## src/rtl/adder_rom_2bit.sv

```systemverilog
// adder_rom_2bit: 2-bit adder with carry-in. The result comes from a constant
// 32 x 3 lookup table addressed by {A, B, C}. Sum/Cout are combinational.
// Sum_q/Cout_q are the same result registered for synchronous consumers.
module adder_rom_2bit (
    output logic       Cout,
    output logic [1:0] Sum,
    input  logic [1:0] A,
    input  logic [1:0] B,
    input  logic       C,
    input  logic       clk,
    input  logic       rst_n,
    output logic [1:0] Sum_q,
    output logic       Cout_q
);

    // ROM address: A[1] is the MSB, C is the LSB
    logic [4:0] w_addr;
    // ROM word: {carry, sum[1:0]} = A + B + C
    logic [2:0] w_word;

    logic [1:0] r_sum_q;
    logic       r_cout_q;

    assign w_addr = {A, B, C};

    // Constant lookup table. Each word is A + B + C for its address.
    always_comb begin
        // NOTE: w_word is given a value before the case, so no path leaves it
        // unassigned and no latch is inferred. Unknown X addresses stay unknown.
        w_word = 3'bxxx;
        case (w_addr)
            // A = 0
            5'd0:  w_word = 3'd0;
            5'd1:  w_word = 3'd1;
            5'd2:  w_word = 3'd1;
            5'd3:  w_word = 3'd2;
            5'd4:  w_word = 3'd2;
            5'd5:  w_word = 3'd3;
            5'd6:  w_word = 3'd3;
            5'd7:  w_word = 3'd4;
            // A = 1
            5'd8:  w_word = 3'd1;
            5'd9:  w_word = 3'd2;
            5'd10: w_word = 3'd2;
            5'd11: w_word = 3'd3;
            5'd12: w_word = 3'd3;
            5'd13: w_word = 3'd4;
            5'd14: w_word = 3'd4;
            5'd15: w_word = 3'd5;
            // A = 2
            5'd16: w_word = 3'd2;
            5'd17: w_word = 3'd3;
            5'd18: w_word = 3'd3;
            5'd19: w_word = 3'd4;
            5'd20: w_word = 3'd4;
            5'd21: w_word = 3'd5;
            5'd22: w_word = 3'd5;
            5'd23: w_word = 3'd6;
            // A = 3
            5'd24: w_word = 3'd3;
            5'd25: w_word = 3'd4;
            5'd26: w_word = 3'd4;
            5'd27: w_word = 3'd5;
            5'd28: w_word = 3'd5;
            5'd29: w_word = 3'd6;
            5'd30: w_word = 3'd6;
            5'd31: w_word = 3'd7;
            default: w_word = 3'bxxx;
        endcase
    end

    // NOTE: the table is pure constant logic, not storage, so reset never
    // touches it; the combinational outputs stay valid while rst_n is low.
    assign Cout = w_word[2];
    assign Sum  = w_word[1:0];

    // Registered copy of the lookup result, cleared by synchronous reset
    always_ff @(posedge clk) begin
        // NOTE: non-blocking assignments so every register samples the
        // pre-edge value, even when the inputs change on the same edge.
        if (!rst_n) begin
            r_sum_q  <= 2'b00;
            r_cout_q <= 1'b0;
        end else begin
            r_sum_q  <= w_word[1:0];
            r_cout_q <= w_word[2];
        end
    end

    assign Sum_q  = r_sum_q;
    assign Cout_q = r_cout_q;

endmodule

```

## config.mk

```make
export PLATFORM = sky130hd
export DESIGN_NAME = adder_rom_2bit
export DESIGN_NICKNAME = d
export VERILOG_FILES = /design/src/rtl/adder_rom_2bit.sv
export SDC_FILE = /design/constraint.sdc
export NUM_CORES = 1
export LEC_CHECK = 0
export BUFFER_PORTS_ARGS = -buffer_cell sky130_fd_sc_hd__buf_2
export CAP_MARGIN = 5
export CELL_PAD_IN_SITES_DETAIL_PLACEMENT = 0
export CELL_PAD_IN_SITES_GLOBAL_PLACEMENT = 1
export CORE_AREA = 3 3 40 42
export DETAILED_ROUTE_END_ITERATION = 8
export DIE_AREA = 0 0 43 45
export PLACE_DENSITY_LB_ADDON = 0.3
export SYNTH_ARGS = -nofsm -noshare
export SYNTH_HDL_FRONTEND = slang
export SYNTH_SLANG_ARGS = --single-unit
export TNS_END_PERCENT = 1
```

## constraint.sdc

```tcl
create_clock -name clk -period 1.5 [get_ports clk]
set_input_delay 0.15 -clock clk [delete_from_list [all_inputs] [get_ports clk]]
set_output_delay 0.15 -clock clk [all_outputs]
set_load 0.01 [all_outputs]
```

==> results.yml <==
outcome:
  status: "finished clean"
floorplanning:
  die_area_sq_um: 1940
  rows: 13
  placeableCoreArea_sq_um: 1280
  start_util_pct: 19.4
  die_w_um: 43
  die_h_um: 45
  io_pins: 13
timing:
  fin_crit_ns: 1.40
  finalCritPeriodShare_pct: 93.4
  tns_ns: 0
  hold_violations: 0
  drv_slew: 0
  setup_violations: 0
  worstMarginPinSlew_ns: 0.459
  slew-limit-headroom_pct: 69.3
  fmax_ghz: 0.714
  hold_ws_ns: 0.141
  rsz0062_at_grt: "no"
routing:
  totalWireLength_um: 538
  drt_pass1_iterations: 2
  via_count: 239
  wire_per_inst_um: 8.82
  drt_iter0_drc: 1
  ant_nets: 0
  drc: 0
  viasPerCell: 3.92
yosys:
  ys_seq_area_share_pct: 24.1
  netlist_area_sq_um: 249
  syn-num-nets: 41
  async_flop_share_pct: 0
  synth-edff-count: 0
  syn_inst: 30
  ys.flop_type: "dfxtp_1"
  yosysTopAreaCell: "dfxtp_1"
  synth-seq-cells: 3
  synth.area.top_cells: "dfxtp_1, ha_1, and2_1, nor2b_4, or2_2"
  netlist.area_leader.share_pct: 24.1
  ys_warn_count: 0
  yosys.cell_count.top_type: "ha_1"
  synth_commonest_cells: "ha_1, and2_1, dfxtp_1, inv_1, nand2_1"
  ys_types: 17
  avgSynthCellArea_sq_um: 8.30
grt:
  grt_use_total_pct: 5.32
  grt_pass1_wl_um: 759
  antenna_found_initial: 0
  busiest_layer: "met2"
  grt_pass1_vias: 215
  grt_util_met1_pct: 5.02
  grt.overflow.total: 0
  met2_usage_pct: 9.88
  grt_max_degree: 9
  gr-usage-met3_pct: 0.398
hold_path:
  holdCritPathClass: "in2reg"
placement:
  io_buffers: 12
  routabilityCongestion: 0.729
  dp.final_hpwl_um: 440
clock_network:
  clkSinkCount: 3
  cts_root_buffer: "clkbuf_4"
  htreeDepth: 1
  clkTransAtPathRegs_ns: 0.04
  postCtsSetupRepairBufs: 0
  numCtsBuffers: 3
  cts.path.max_buffers: 2
  cts_tree: "done"
finish:
  area_growth_pct: 47.2
  multiInputGateArea_sq_um: 190
  fillers: 142
  layout-drive-gt1-share_pct: 43.5
  n_antenna_cell: 0
  nets: 58
  seq_area_sq_um: 60.1
critical_path:
  slowest_stage: "a2111oi_1"
  cp-startpoint: "B[0]"
  worstSetupPathType: "in2out"
  crit_fanout: 3
  crit_top_cell: "buf_2"
  endpoint: "Sum[1]"
  worstPathRequired_ns: 1.35
  path_cells: "buf_2 > inv_1 > ha_1 > a2111oi_1 > nor4_2 > buf_2"
  max_stage_delay_ns: 0.46
  setup.worst_path.end_class: "output pin"
  cp-start-kind: "input pin"
  cp.arrival_ns: 1.25
power_and_ir_drop:
  finalPower_mw: 0.314
  power_density_nw_per_um2: 858
  ir_drop_mv: 0.233
  leakagePower_nw: 0.195
run:
  maxCapViolCount: 0
[worst max-delay path, delay by kind of cell]
kind / cells / cell delay, ns
compound gates: 1 / 0.46
buf+inv: 3 / 0.31
fa+ha+maj: 1 / 0.23
simple gates: 1 / 0.10
[logic make-up (layout without fill, tap and decap cells)]
logic type	after synthesis	count (layout)	share of synthesized area (%)
simple gates	13	13	31.2
buf+inv	3	19	4.52
xor+xnor	1	1	3.52
flops	3	3	24.1
compound gates	6	6	16.6
fa+ha+maj	4	4	20.1
[flip-flops by register name, summed over array words and instances, names as in the netlist]
register  cells
Cout_q        1
Sum_q         2
[per-layer routing]
layer | share of wire [%] | wire length, um
met1 | 44 | 236
met4 | 0 | 0
met3 | 3.7 | 20
met2 | 52 | 281
met5 | 0 | 0
[stage by stage]
step           instances  util (%)  setup slack [ns]  area [sq um]
3_3_place_gp          57      25.5            0.0187           328
3_5_place_dp          57      25.5          -0.00336           328
2_1_floorplan         30         -            0.0681           249
6_report              61      28.5            0.0991           367
5_1_grt               61      28.5            0.0519           367
4_1_cts               61      27.6           0.00548           354
[timing repair]
item,CTS,global route
resized for setup,0,3
hold buffers,0,0
endpoints found under the setup margin,0,1
[cell type report]
class | count | share of cell area [%]
Multi-Input combinational cell | 24 | 51.9
Sequential cell | 3 | 16.4
Timing Repair Buffer | 12 | 16.4
Clock buffer | 4 | 7.17
Tap cell | 15 | 5.12
Inverter | 3 | 3.07
[placed cells by master (no fill, tap or decap)]
cell type  instances
nor2b_1            1
or2_2              2
nor2b_4            1
nor2_1             1
nand3_1            1
buf_2             12
nand2_1            3
a2111oi_1          1
ha_1               4
clkbuf_1           1
and2_1             3
dfxtp_1            3
a211oi_2           1
xor2_1             1
nor4_2             1
o21ai_0            1
inv_1              3
a21oi_1            2
o211a_1            1
clkbuf_4           3
[power breakdown]
part | leakage, nW | switching (mW) | internal [mW]
clock network | 0.0150 | 0.0427 | 0.0998
registers | 0.0251 | 0.00118 | 0.0876
logic | 0.155 | 0.0443 | 0.0389
total | 0.195 | 0.0882 | 0.226
[worst min-delay path by stage]
stage               start                  end  slack [ns]  cells after the start
finish              rst_n    Cout_q$_SDFF_PN0_        0.14                      2
global route        rst_n  Sum_q[0]$_SDFF_PN0_        0.15                      2
CTS                 rst_n    Cout_q$_SDFF_PN0_        0.14                      2
detailed placement  rst_n    Cout_q$_SDFF_PN0_        0.38                      2
global placement    rst_n    Cout_q$_SDFF_PN0_        0.38                      2
floorplan           rst_n    Cout_q$_SDFF_PN0_        0.27                      1
(Power assumes the default switching activity.)
